==> src/rtl/y_serial_adder.sv <==
`default_nettype none
// ============================================================================
// Module   : y_serial_adder
// Brief    : Multi-cycle add/subtract, SLICE bits per clock with a rippled carry.
// Revision : 1.0
// ============================================================================
module y_serial_adder #(
    parameter int WIDTH = 32,
    parameter int SLICE = 8
) (
    input  logic             clk,
    input  logic             rst,
    input  logic             start,
    input  logic             sub,
    input  logic [WIDTH-1:0] a,
    input  logic [WIDTH-1:0] b,
    input  logic             cin,
    output logic             busy,
    output logic             done,
    output logic [WIDTH-1:0] z,
    output logic             cout,
    output logic             ovf
);

    localparam int N  = WIDTH / SLICE;
    localparam int KW = (N > 1) ? $clog2(N) : 1;
    localparam logic [KW-1:0] K_LAST = KW'(N - 1);

    typedef enum logic [1:0] {
        S_IDLE = 2'd0,
        S_RUN  = 2'd1,
        S_DONE = 2'd2
    } state_t;

    state_t           state_q;
    logic [WIDTH-1:0] a_q;
    logic [WIDTH-1:0] b_q;
    logic             carry_q;
    logic [KW-1:0]    k_q;
    logic [WIDTH-1:0] part_q;
    logic [WIDTH-1:0] part_d;
    logic [WIDTH-1:0] z_q;
    logic             cout_q;
    logic             ovf_q;
    logic             busy_q;
    logic             done_q;

    logic [SLICE-1:0] sa_w;
    logic [SLICE-1:0] sb_w;
    logic [SLICE:0]   sum_w;
    logic             ovf_w;

    always_comb begin
        sa_w = '0;
        sb_w = '0;
        for (int i = 0; i < N; i++) begin
            if (k_q == KW'(i)) begin
                sa_w = a_q[i*SLICE +: SLICE];
                sb_w = b_q[i*SLICE +: SLICE];
            end
        end
    end

    assign sum_w = {1'b0, sa_w} + {1'b0, sb_w} + {{SLICE{1'b0}}, carry_q};
    // Carry into the top bit is recovered from that bit's sum and operands.
    assign ovf_w = sum_w[SLICE] ^ (sa_w[SLICE-1] ^ sb_w[SLICE-1] ^ sum_w[SLICE-1]);

    always_comb begin
        part_d = part_q;
        for (int i = 0; i < N; i++) begin
            if (k_q == KW'(i)) begin
                part_d[i*SLICE +: SLICE] = sum_w[SLICE-1:0];
            end
        end
    end

    always_ff @(posedge clk or posedge rst) begin
        if (rst) begin
            state_q <= S_IDLE;
            a_q     <= '0;
            b_q     <= '0;
            carry_q <= 1'b0;
            k_q     <= '0;
            part_q  <= '0;
            z_q     <= '0;
            cout_q  <= 1'b0;
            ovf_q   <= 1'b0;
            busy_q  <= 1'b0;
            done_q  <= 1'b0;
        end else begin
            case (state_q)
                S_RUN: begin
                    carry_q <= sum_w[SLICE];
                    part_q  <= part_d;
                    k_q     <= k_q + 1'b1;
                    if (k_q == K_LAST) begin
                        z_q     <= part_d;
                        cout_q  <= sum_w[SLICE];
                        ovf_q   <= ovf_w;
                        state_q <= S_DONE;
                        busy_q  <= 1'b0;
                        done_q  <= 1'b1;
                    end
                end
                default: begin
                    done_q <= 1'b0;
                    if (start) begin
                        a_q     <= a;
                        b_q     <= b ^ {WIDTH{sub}};
                        carry_q <= sub | cin;
                        k_q     <= '0;
                        state_q <= S_RUN;
                        busy_q  <= 1'b1;
                    end else begin
                        state_q <= S_IDLE;
                    end
                end
            endcase
        end
    end

    assign busy = busy_q;
    assign done = done_q;
    assign z    = z_q;
    assign cout = cout_q;
    assign ovf  = ovf_q;

endmodule
`default_nettype wire

==> config.mk <==
export PLATFORM = sky130hd
export DESIGN_NAME = y_serial_adder
export DESIGN_NICKNAME = d
export VERILOG_FILES = /design/src/rtl/y_serial_adder.sv
export SDC_FILE = /design/constraint.sdc
export NUM_CORES = 1
export LEC_CHECK = 0
export ABC_CLOCK_PERIOD_IN_PS = 4400
export BUFFER_PORTS_ARGS = -buffer_cell sky130_fd_sc_hd__buf_2
export CAP_MARGIN = 10
export CORE_MARGIN = 3
export CORE_UTILIZATION = 40
export DETAILED_ROUTE_END_ITERATION = 7
export SLEW_MARGIN = 20
export SYNTH_ARGS = -nofsm -noshare
export SYNTH_HDL_FRONTEND = slang
export SYNTH_SLANG_ARGS = --single-unit
==> constraint.sdc <==
create_clock -name clk -period 4.4 [get_ports clk]
set_input_delay 0.44 -clock clk [delete_from_list [all_inputs] [get_ports clk]]
set_output_delay 0.44 -clock clk [all_outputs]
set_load 0.01 [all_outputs]
### Word level (Yosys, flattened, before mapping)

Index checks and enable logic that the tools add are counted.
Widths: inputs -> output; s select.

| word-level totals | value |
|---|---|
| bits in registers | 137 |
| input bits | 69 |
| output and inout port bits | 36 |

| cells by class | value |
|---|---|
| add/sub/neg operators | 3 |
| equality and inequality tests | 5 |
| multiplexer cells | 24 |
| bitwise operators | 6 |
| reduce and logical (&&, ||, !) cells | 5 |

Operators with widths:

| cell | number |
|---|---|
| $mux 8 | 12 |
| $xor 32x32->32 | 1 |
| $add 8x8->9 | 1 |
| $add 9x1->9 | 1 |
| $mux 1 | 8 |
| $mux 2 | 4 |
| $reduce_and 2->1 | 3 |
| $eq 2x1->1 const B | 2 |
| $eq 2x2->1 const B | 2 |
| $xor 1x1->1 | 3 |
| $add 2x1->2 const B | 1 |
| $logic_not 2->1 | 1 |
| $ne 2x2->1 const B | 1 |
| $reduce_bool 2->1 | 1 |
| $not 1->1 | 1 |
| $or 1x1->1 | 1 |

### Depth between registers and ports, before layout

Gate-level depths: netlist of the first run.

| logic depth | value |
|---|---|
| depth after elaboration | 9 |
| depth in mapped cells | 17 |

### Worst setup path before layout of the first run

OpenSTA, ideal clock, no wires.

| path | value |
|---|---|
| path type | register -> register |
| start | reg k_q[0] |
| end | reg part_q[14] |
| library setup time | 0.138 ns |
| data arrival time | 2.936 ns |
| data required time | 4.262 ns |
| setup slack | 1.325 ns |
| stages on the path, launching flop included | 16 |
| buffers on the path | 2 |
| period minus slack after synthesis | 3.075 ns |
| cell sequence | dfrtp_1 -> inv_1 -> ha_1 -> clkbuf_1 -> buf_1 -> a21oi_1 -> nor2_1 -> a21oi_1 -> fa_1 -> inv_1 -> fa_1 -> a21o_1 -> a21oi_2 -> o21ai_0 -> xnor2_1 -> o21ai_0 |

| on the way | value |
|---|---|
| word-level cells in the longest chain between the ends | 8 |

Ends and longest elaborated chain:

| item | RTL line | text |
|---|---|---|
| from (decl) | 39 | `logic [KW-1:0] k_q;` |
| from (signal assigned) | 95 | `k_q <= k_q + 1'b1;` |
| $logic_not 2->1 | 57 | `if (k_q == KW'(i)) begin` |
| $mux 8 (4 in a row) | 57 |  |
| $add 8x8->9 | 64 | `assign sum_w = {1'b0, sa_w} + {1'b0, sb_w} + {{SLICE{1'b0}}, carry_q};` |
| $add 9x1->9 | 64 |  |
| $mux 8 (*) | 71 | `if (k_q == KW'(i)) begin` |
| to (signal assigned) | 94 | `part_q <= part_d;` |
| to (decl) | 40 | `logic [WIDTH-1:0] part_q;` |

Every way passes the cells marked *; elsewhere a longest branch is shown, timed or not.
A chain may end at the register's enable or synchronous reset.

### Worst setup path after layout of the first run

| path | value |
|---|---|
| start | reg k_q[1] |
| end | reg z_q[6] (netlist: z[6]) |

| on the way | value |
|---|---|
| word-level cells in the longest chain between the ends | 8 |

Ends and longest elaborated chain:

| item | RTL line | text |
|---|---|---|
| $logic_not 2->1 | 57, 71 |  |
| $mux 8 (4 in a row) | 57 |  |
| $add 8x8->9 | 64 |  |
| $add 9x1->9 | 64 |  |
| $mux 8 | 71 |  |
| to (signal assigned) | 97 | `z_q <= part_d;` |
| to (decl) | 42 | `logic [WIDTH-1:0] z_q;` |

Parallel ways exist; a longest one is shown, timed or not.

==> results of run 1 <==
[power by group through the flow]
| stage | registers (W) | logic [W] | clock network, W |
|---|---|---|---|
| 2_1_floorplan | 0.00202 | 0.00213 | 0 |
| 3_3_place_gp | 0.00204 | 0.00298 | 0 |
| 3_5_place_dp | 0.00206 | 0.00305 | 0 |
| 4_1_cts | 0.00204 | 0.00307 | 0.00152 |
| 5_1_grt | 0.00210 | 0.00344 | 0.00158 |
| 6_report | 0.00204 | 0.00303 | 0.00150 |
[through the flow]
step | area [um^2] | hold slack, ps | cells | utilization, % | worst slack, ps
finish | 7367 | 190.0 | 904 | 50.12 | 681.1
global route | 7367 | 233.8 | 904 | 50.12 | 208.8
CTS | 7367 | 231.1 | 904 | 50.12 | 675.6
detailed placement | 6736 | 462.8 | 872 | 45.83 | 728.5
global placement | 6736 | 454.2 | 872 | 45.83 | 850.5
floorplan | 6080 | 441.9 | 616 | - | 547.4
[cell type report]
type	instances	area, um^2	share of cell area (%)
clock inverter	11	160.2	2.174
multi-input combinational	438	2671	36.26
tap	184	230.2	3.125
inverter	7	28.78	0.3906
sequential	128	3203	43.48
clock buffer	21	470.5	6.386
timing repair buffer	115	603.1	8.186
[Yosys cell counts (2+ instances only)]
library cell / number / share of area (%)
or3_1: 3 / 0.31
clkbuf_1: 22 / 1.4
nor2_1: 7 / 0.43
mux2_2: 35 / 6.5
buf_1: 5 / 0.31
nor2b_1: 6 / 0.62
a21oi_1: 46 / 3.8
ha_1: 11 / 2.3
nand3b_1: 16 / 2.0
buf_2: 16 / 1.3
fa_1: 2 / 0.66
mux2i_1: 6 / 0.99
a21o_1: 3 / 0.37
nor3b_1: 6 / 0.74
nand2b_1: 2 / 0.21
o21ai_0: 102 / 8.4
inv_1: 6 / 0.37
o21ai_1: 8 / 0.66
xnor2_1: 36 / 5.2
a31oi_1: 6 / 0.62
dfrtp_1: 128 / 53
o211ai_1: 2 / 0.25
nand2_1: 131 / 8.1
[cells in the final DEF, fill, tap and decap left out, types with 2 or more instances in the layout]
cell type and n:
fa_1 2, ha_1 11, nand2b_1 2, bufinv_16 4, clkinv_2 5, o21ai_0 102
o211ai_1 2, buf_2 104, mux2i_1 6, a31oi_1 6, nor2_1 7, clkinvlp_4 2
nand3b_1 16, nand2_1 130, nor2b_1 6, inv_1 5, nor3b_1 6, a21oi_1 46
or3_1 3, clkbuf_8 3, dfrtp_1 128, mux2_2 35, a21o_1 3, clkbuf_16 17
xnor2_1 36, o21ai_1 8, buf_4 11
[routing by layer]
layer	wire, um	GRT usage [%]	share of wire [%]	vias to the layer above
met5	0	0	0	-
met2	6948	29.39	49	105
met4	146	4.880	1.0	0
li1	-	-	-	2279
met1	6555	24.16	46	2120
met3	596	4.946	4.2	12
[final timing paths]
kind                            endpoint  slack, ps  cells past startpoint
worst max-delay path                z[6]        680                     16
worst min-delay path             a_q[12]        190                      2
worst max register to register      z[6]        680                     16
worst min register to register     z[13]        470                      2
max in group asynchronous           z[1]       3260                      3
min in group clk                  a_q[4]        250                      2
[flip-flops by register name, indices dropped and copies added (netlist names)]
register	count
a_q	32
part_q	24
ovf	1
carry_q	1
state_q	2
busy	1
b_q	32
z	32
k_q	2
cout	1
[logic make-up after synthesis]
group,after synthesis
xor+xnor,38
buf+inv,50
flops,128
fa+ha+maj,13
simple gates,172
compound gates,174
mux,41
[worst max-delay path: cells and delay by family, from the launching register on]
family                   cells  cell delay [ps]
adder cells (fa/ha/maj)      3             1020
XOR/XNOR                     1              430
buffers and inverters        3              440
AO/OA/AOI/OAI                7             1110
AND/OR/NAND/NOR              2              170
flip-flops                   1              400
==> flow_metrics.py, run 1 <==
metrics = {
    "run_status": {
        "status": "complete, no violations",
    },
    "synth": {
        "ys_seq_area_share_pct": 52.69,
        "synth_area_um2": 6080,
        "postSynthNetCount": 698,
        "synth_compound_area_share_pct": 15.23,
        "synthXorXnorAreaFrac_pct": 5.783,
        "synth_top_family_by_area": "compound AO/OA/AOI/OAI gates",
        "synth.distinct_cells": 34,
        "ys.flop_type": "dfrtp_1",
        "synthArstFlopShare_pct": 100.0,
        "ys_warn_count": 0,
        "synthAdderAreaFrac_pct": 2.922,
        "syn_avg_cell_area_um2": 9.869,
        "yosys.area_share.simple_pct": 12.49,
        "synth.area.mux_share_pct": 7.471,
        "synth_edf_count": 0,
        "ys_ff_latch": 128,
        "synthCells": 616,
    },
    "clocking": {
        "post_cts_buffers": 0,
        "h-tree-depth": 4,
        "insertion_delay_ps": 420,
        "clock_tree.root_cell": "clkbuf_16",
        "clock_sinks": 128,
        "cts.repair.resized": 0,
        "clk_transition_reported_paths_ps": 60,
        "hold_buffers": 0,
        "clockBufferDepth": 2,
        "cts_buffers": 17,
        "cts_tree": "yes",
    },
    "timing": {
        "fin_crit_ps": 3719,
        "min_period_over_period_pct": 84.52,
        "max_freq_mhz": 268.9,
        "relSlewSlack_pct": 35.38,
        "fin_worst_skew_ps": 5.650,
        "finalHoldViolCount": 0,
        "setup_viol_count_final": 0,
        "worst_slew_pin_slew_ps": 966.9,
        "drv_slew": 0,
        "finalSetupTns_ps": 0,
        "rsz0062_at_grt": "no",
    },
    "global_routing": {
        "grt_overflow": 0,
        "grt_max_degree": 70,
        "grt_pass1_wl_um": 23170,
        "antenna_found_initial": 0,
        "grtUsageTotal_pct": 18.14,
        "grt_pass1_vias": 4536,
    },
    "detailed_routing": {
        "vias": 4516,
        "post-route-drc-count": 0,
        "vias_per_cell": 4.996,
        "wl_per_cell_um": 15.76,
        "drt-total-wl_um": 14250,
        "antenna_left": 0,
        "first_pass_iters": 5,
        "drt_iter0_markers": 233,
    },
    "setup_path": {
        "cp-start-kind": "flip-flop",
        "critPathMaxFanout": 18,
        "criticalPathCategory": "reg -> reg",
        "critical-path-slowest-cell": "xnor2_1",
        "crit-reg2reg-launch": "k_q[1]",
        "cp_cell_sequence": "inv_1 -> ha_1 -> buf_4 -> nand3b_1 -> a21oi_1 -> a21oi_1 -> nor2_1 -> a21oi_1 -> fa_1 -> inv_1 -> fa_1 -> a21o_1 -> a21oi_2 -> o21ai_0 -> xnor2_1 -> o21ai_0",
        "end_kind": "flip-flop",
        "slowest_delay_ps": 430,
        "cp-startpoint": "k_q[1]",
        "crit_top_cell": "a21oi_1",
        "required_ps": 4680,
        "critPathArrivalTime_ps": 4000,
    },
    "floorplanning": {
        "die_area_um2": 16710,
        "ios": 105,
        "die_w_um": 129.3,
        "initial_core_util_pct": 41.36,
        "coreArea_um2": 14700,
        "die_h_um": 129.3,
        "rows": 44,
    },
    "pwr": {
        "pwr-share-comb_pct": 46.2,
        "vdd_drop_max_mv": 0.4166,
        "internal_power_w": 0.003876,
        "switching_share_pct": 40.93,
        "finalPower_w": 0.006561,
        "netSwitchingPower_w": 0.002686,
        "share_seq_of_total_power_pct": 31.0,
        "pwr-share-clk_pct": 22.8,
        "leakage_nw": 3.373,
        "power.density_nw_per_um2": 890.6,
    },
    "flow_run": {
        "max_cap_violations": 0,
    },
    "hold_path": {
        "hp-class": "in -> async",
    },
    "final_layout": {
        "fillerInstances": 1362,
        "diodes": 0,
        "syn_to_final_growth_pct": 21.18,
        "drive_gt1_share_pct": 25.97,
        "nets": 789,
    },
    "place": {
        "place_congestion": 0.8091,
        "io_buffers": 104,
        "hpwl_um": 10330,
    },
}
Note: power is estimated with default switching activity, not from simulation.
==> run 2, diff against run 1 <==
--- a/config.mk
+++ b/config.mk
@@ -5,7 +5,8 @@
 export SDC_FILE = /design/constraint.sdc
 export NUM_CORES = 1
 export LEC_CHECK = 0
-export ABC_CLOCK_PERIOD_IN_PS = 4400
+export ABC_AREA = 1
+export ABC_CLOCK_PERIOD_IN_PS = 3700
 export BUFFER_PORTS_ARGS = -buffer_cell sky130_fd_sc_hd__buf_2
 export CAP_MARGIN = 10
 export CORE_MARGIN = 3
==> constraint.sdc (replaced) <==
create_clock -name clk -period 3.7 [get_ports clk]
set_input_delay 0.37 -clock clk [delete_from_list [all_inputs] [get_ports clk]]
set_output_delay 0.37 -clock clk [all_outputs]
set_load 0.01 [all_outputs]
==> run 2 against run 1 <==
Total power up 26%. Highest routed layer unchanged. Final cell count increased by 19%. Count of clock-buffer cells in the layout up 5. Non-clock buffer count unchanged. Critical endpoint is now z[14]. Die area up 3.4%.
==> flow_metrics.py, run 2 <==
metrics = {
    "run_status": {
        "status": "complete, no violations",
    },
    "synth": {
        "yosys.area_share.simple_pct": 25.26,
        "syn_avg_cell_area_um2": 8.241,
        "yosys.area.top_type_share_pct": 50.87,
        "synthCells": 764,
        "ys.flop_type": "dfrtp_1",
        "synth_common_cells": "nand2_1 (281), dfrtp_1 (128), o21ai_0 (77), nand3_1 (63), a21oi_1 (38)",
        "synth_compound_area_share_pct": 9.877,
        "synth_area_um2": 6296,
        "ys_seq_area_share_pct": 50.87,
        "yosysTopAreaCell": "dfrtp_1",
        "postSynthNetCount": 846,
        "synth.distinct_cells": 31,
        "synth.area.mux_share_pct": 0,
        "synth_top_family_by_area": "simple AND/OR/NAND/NOR gates",
        "ys_ff_latch": 128,
        "synth.most_common_cell": "nand2_1",
        "ys_warn_count": 0,
        "synthArstFlopShare_pct": 100.0,
        "synthTopCellsByArea": "dfrtp_1 (51%), nand2_1 (17%), o21ai_0 (6.1%)",
        "synthAdderAreaFrac_pct": 2.822,
        "synth_edf_count": 0,
        "synthXorXnorAreaFrac_pct": 4.849,
    },
    "final_layout": {
        "mostFrequentLayoutCell": "nand2_1",
        "ff_latch_area_um2": 3203,
        "layoutNonFillerInstCount": 1078,
        "nets": 937,
        "design_area_um2": 7531,
        "diodes": 0,
        "drive_gt1_share_pct": 19.03,
        "fillerInstances": 1538,
        "syn_to_final_growth_pct": 19.61,
        "final_cell_mix": "nand2_1 (281), dfrtp_1 (128), buf_2 (104)",
        "multiInputGateArea_um2": 2695,
    },
    "global_routing": {
        "grtUsageTotal_pct": 18.70,
        "grt_overflow": 0,
        "grt_pass1_vias": 4925,
        "grtUsageMet3_pct": 4.862,
        "grt_busiest_layer": "met2",
        "grt_max_degree": 95,
        "grt_pass1_wl_um": 25710,
        "grt_use_met1_pct": 26.12,
        "antenna_found_initial": 0,
        "use_met2_pct": 28.60,
    },
    "floorplanning": {
        "die_w_um": 131.5,
        "die_h_um": 131.5,
        "die_area_um2": 17280,
        "initial_core_util_pct": 41.11,
        "coreArea_um2": 15310,
        "rows": 45,
        "ios": 105,
    },
    "clocking": {
        "cts.repair.resized": 0,
        "clk_transition_reported_paths_ps": 50,
        "insertion_delay_ps": 420,
        "clockBufferDepth": 2,
        "h-tree-depth": 4,
        "cts_tree": "yes",
        "clock_tree.root_cell": "clkbuf_16",
        "clock_sinks": 128,
        "cts_buffers": 17,
    },
    "timing": {
        "finalSetupTns_ps": 0,
        "holdWs_ps": 146.8,
        "relSlewSlack_pct": 38.71,
        "max_freq_mhz": 297.5,
        "worst_slew_pin_slew_ps": 919.4,
        "setup_viol_count_final": 0,
        "drv_slew": 0,
        "rsz0062_at_grt": "no",
        "min_period_over_period_pct": 90.85,
        "fin_worst_skew_ps": 7.703,
        "finalHoldViolCount": 0,
        "fin_crit_ps": 3362,
    },
    "detailed_routing": {
        "drt_iter0_markers": 417,
        "drt-total-wl_um": 15450,
        "vias": 5151,
        "antenna_left": 0,
        "vias_per_cell": 4.778,
        "first_pass_iters": 5,
        "wl_per_cell_um": 14.33,
        "post-route-drc-count": 0,
    },
    "setup_path": {
        "critPathMaxFanout": 20,
        "end_kind": "flip-flop",
        "required_ps": 4010,
        "criticalPathCategory": "reg -> reg",
        "critPathArrivalTime_ps": 3670,
        "cp-start-kind": "flip-flop",
    },
    "place": {
        "dpl_cell_area_um2": 6922,
        "hpwl_um": 10650,
        "io_buffers": 104,
        "place_congestion": 0.8219,
        "place_inst": 1045,
    },
    "flow_run": {
        "max_cap_violations": 0,
    },
    "pwr": {
        "leakage_nw": 3.919,
        "vdd_drop_max_mv": 0.6017,
        "finalPower_w": 0.008267,
        "power.density_nw_per_um2": 1098,
    },
    "hold_path": {
        "hp-class": "in -> reg",
    },
}
==> run 2: changes by cell type in the layout (fill, tap and decap cells not counted), moves of 8 or more <==
cell / previous run / this run
nor2_1: 7 / 22
or2_2: 0 / 13
inv_1: 5 / 35
mux2_2: 35 / 0
a21oi_1: 46 / 38
nand2_1: 130 / 281
nand3_1: 0 / 63
o21ai_1: 8 / 0
o21ai_0: 102 / 77
nand3b_1: 16 / 0
==> run 2: critical path, cell delays in order (launching register included) <==
cell	delay [ps]
dfrtp_1	390
inv_1	80
ha_1	200
inv_1	460
nor2_1	110
o31ai_1	290
o21ai_0	170
fa_1	410
inv_1	90
fa_1	190
nand2_1	110
nand2_1	120
nand3_1	110
nand3_1	190
nand3_1	140
nand3_1	120
nand2_1	60
==> run 2: worst paths after layout <==
check                           cells past startpoint  slack [ps]  startpoint        end
min in group asynchronous                           3         490         rst      z[16]
worst min-delay path                                3         150        a[6]     a_q[6]
worst max register to register                     16         340      k_q[1]      z[14]
worst min register to register                      2         470     a_q[22]    a_q[22]
worst max-delay path                               16         340      k_q[1]      z[14]
max in group asynchronous                           5        2390         rst  part_q[7]
==> run 2: report_power, final <==
| group | switching (W) | internal, W |
|---|---|---|
| Combinational | 0.00273 | 0.00148 |
| Sequential | 0.000364 | 0.00208 |
| Clock | 0.000577 | 0.00104 |
==> run 2: repair_timing <==
item,in CTS,in global routing
endpoints found under the hold margin,0,12
buffers inserted,0,0
hold buffers,0,1
==> run 2: layout make-up <==
class	instances	share of cell area (%)
Multi-Input combinational cell	553	35.79
Inverter	40	2.110
Tap cell	211	3.506
Clock buffer	26	7.028
Timing Repair Buffer	115	8.373
Clock inverter	5	0.6646
Sequential cell	128	42.53
==> run 2: per-stage QoR <==
step                      setup WS (ps)  utilization (%)
after global routing              73.04            49.17
after global placement            421.5            45.20
after detailed placement          396.1            45.20
final                             338.5            49.17
after floorplan                   981.9                -
after CTS                         375.4            48.98
==> run 2: kinds of logic (layout without fill, tap and decap cells) <==
group                      Yosys count  count (layout)
xor gates and xnor gates            34              34
and+or+nand+nor                    385             385
DFF                                128             128
adders and majority gates           13              13
buffers and inverters               83             186
AOI/OAI and AO/OA                  121             121
==> run 2: layer usage <==
metal / vias up / wire (um)
li1: 2618 / -
met5: - / 0
met2: 129 / 7101
met3: 22 / 716
met1: 2382 / 7363
met4: 0 / 270
==> run 3, diff against run 2 <==
--- a/config.mk
+++ b/config.mk
@@ -12,6 +12,7 @@
 export CORE_MARGIN = 3
 export CORE_UTILIZATION = 40
 export DETAILED_ROUTE_END_ITERATION = 7
+export PLACE_DENSITY = 0.62
 export SLEW_MARGIN = 20
 export SYNTH_ARGS = -nofsm -noshare
 export SYNTH_HDL_FRONTEND = slang
==> run 3 against run 2 <==
Total power rose by 2.1%. Final cell count rose by 0.19%. Global-route usage rose by 0.30 points. Critical path type unchanged. Register-to-register slack improved by 40 ps. Clock skew rose by 1.5 ps. Core utilization rose by 0.14 points. Critical endpoint is now z[4]. Largest cell class unchanged. Clock power rose by 6%.
==> flow_metrics.py, run 3 (same netlist as run 2, synthesis figures left out) <==
metrics = {
    "timing": {
        "finalSetupTns_ps": 0,
        "max_freq_mhz": 301.4,
        "relSlewSlack_pct": 43.73,
        "fin_worst_skew_ps": 9.154,
        "rsz0062_at_grt": "no",
        "worst_slew_pin_slew_ps": 844.0,
        "holdWs_ps": 139.6,
        "drv_slew": 0,
        "min_period_over_period_pct": 89.67,
        "fin_crit_ps": 3318,
        "finalHoldViolCount": 0,
        "setup_viol_count_final": 0,
    },
    "setup_path": {
        "critPathArrivalTime_ps": 3630,
        "required_ps": 4010,
        "critPathMaxFanout": 17,
        "ff2ff_path_depth": 15,
        "cp-start-kind": "flip-flop",
        "criticalPathCategory": "reg -> reg",
        "end_kind": "flip-flop",
    },
    "final_layout": {
        "layoutNonFillerInstCount": 1080,
        "mostFrequentLayoutCell": "nand2_1",
        "syn_to_final_growth_pct": 19.95,
        "fillerInstances": 1539,
        "final_cell_mix": "nand2_1 (281), dfrtp_1 (128), buf_2 (104)",
        "drive_gt1_share_pct": 19.45,
        "nets": 938,
        "diodes": 0,
    },
    "hold_path": {
        "min_path_cells": 3,
        "hp-class": "in -> reg",
    },
    "detailed_routing": {
        "first_pass_iters": 5,
        "drt_iter0_markers": 368,
        "antenna_left": 0,
        "wl_per_cell_um": 14.69,
        "post-route-drc-count": 0,
        "drt-total-wl_um": 15870,
        "vias": 5205,
        "vias_per_cell": 4.819,
    },
    "clocking": {
        "cts_buffers": 17,
        "h-tree-depth": 4,
        "cts.repair.resized": 0,
        "clock_tree.root_cell": "clkbuf_16",
        "post_cts_buffers": 0,
        "clock_sinks": 128,
        "clockBufferDepth": 2,
        "cts_tree": "yes",
        "clk_transition_reported_paths_ps": 60,
        "insertion_delay_ps": 430,
    },
    "global_routing": {
        "grt_overflow": 0,
        "antenna_found_initial": 0,
        "grt_pass1_wl_um": 26110,
        "grtUsageTotal_pct": 19.00,
        "grt_pass1_vias": 4938,
        "grt_max_degree": 95,
    },
    "pwr": {
        "vdd_drop_max_mv": 0.5293,
        "leakage_nw": 3.915,
        "power.density_nw_per_um2": 1117,
    },
    "place": {
        "hpwl_um": 11220,
        "place_inst": 1047,
        "place_congestion": 0.8104,
        "io_buffers": 104,
    },
    "floorplanning": {
        "die_w_um": 131.5,
        "die_h_um": 131.5,
        "die_area_um2": 17280,
        "ios": 105,
        "coreArea_um2": 15310,
        "rows": 45,
        "initial_core_util_pct": 41.11,
    },
    "flow_run": {
        "max_cap_violations": 0,
    },
    "run_status": {
        "status": "complete, no violations",
    },
}
==> run 3: critical path, cell delays in order (launching register included) <==
cell and delay, ps:
dfrtp_1 430, inv_1 100, ha_1 540, nand3_1 160, a211oi_1 320, a21oi_1 100, fa_1 370, inv_1 100
fa_1 200, nand2_1 110, nand2_1 130, nand2_1 90, xor2_2 260, nand2_1 110, nand3_1 130, nand2_1 60
==> run 3: where the power goes <==
part / switching [W] / internal (W) / total, W / leakage, nW
clock network: 0.000643 / 0.00107 / 0.00172 / 0.288
registers: 0.000387 / 0.00208 / 0.00247 / 1.59
logic: 0.00276 / 0.00149 / 0.00425 / 2.04
total: 0.00379 / 0.00465 / 0.00844 / 3.92
==> run 3: per-layer routing <==
metal / wire length, um / GRT usage (%) / share of wire (%) / vias up
li1: - / - / - / 2630
met1: 7776 / 27.32 / 49 / 2410
met2: 7127 / 28.65 / 45 / 144
met3: 742 / 4.824 / 4.7 / 21
met4: 218 / 5.251 / 1.4 / 0
met5: 0 / 0 / 0 / -
==> run 3: timing repair <==
item,in CTS,in global routing
setup endpoints to repair,0,0
hold buffers,1,0
endpoints found under the hold margin,18,0
==> run 3: per-stage QoR <==
step / cell area [um^2] / power (W) / utilization (%) / setup slack [ps]
floorplan: 6300 / 0.005486 / - / 981.9
global placement: 6937 / 0.006697 / 45.29 / 472.3
detailed placement: 6937 / 0.006755 / 45.29 / 412.8
CTS: 7552 / 0.008503 / 49.31 / 378.4
global route: 7552 / 0.009222 / 49.31 / 121.6
finish: 7552 / 0.008439 / 49.31 / 382.4
==> run 3: cell type report <==
type                    instances  area, um^2  share of cell area [%]
repair buffers                116       625.6                   8.284
flip-flops and latches        128        3203                   42.41
clock buffers                  18       439.2                   5.815
clock inverters                14       166.4                   2.203
multi-input cells             553        2695                   35.69
inverters                      40       158.9                   2.104
well taps                     211       264.0                   3.496
==> run 3: worst paths after layout <==
kind	slack, ps	from	endpoint
worst max-delay path	380	k_q[0]	z[4]
worst min-delay path	140	a[25]	a_q[25]
worst max register to register	380	k_q[0]	z[4]
worst min register to register	460	z[0]	z[0]
max in group asynchronous	2360	rst	a_q[20]
min in group asynchronous	520	rst	z[11]
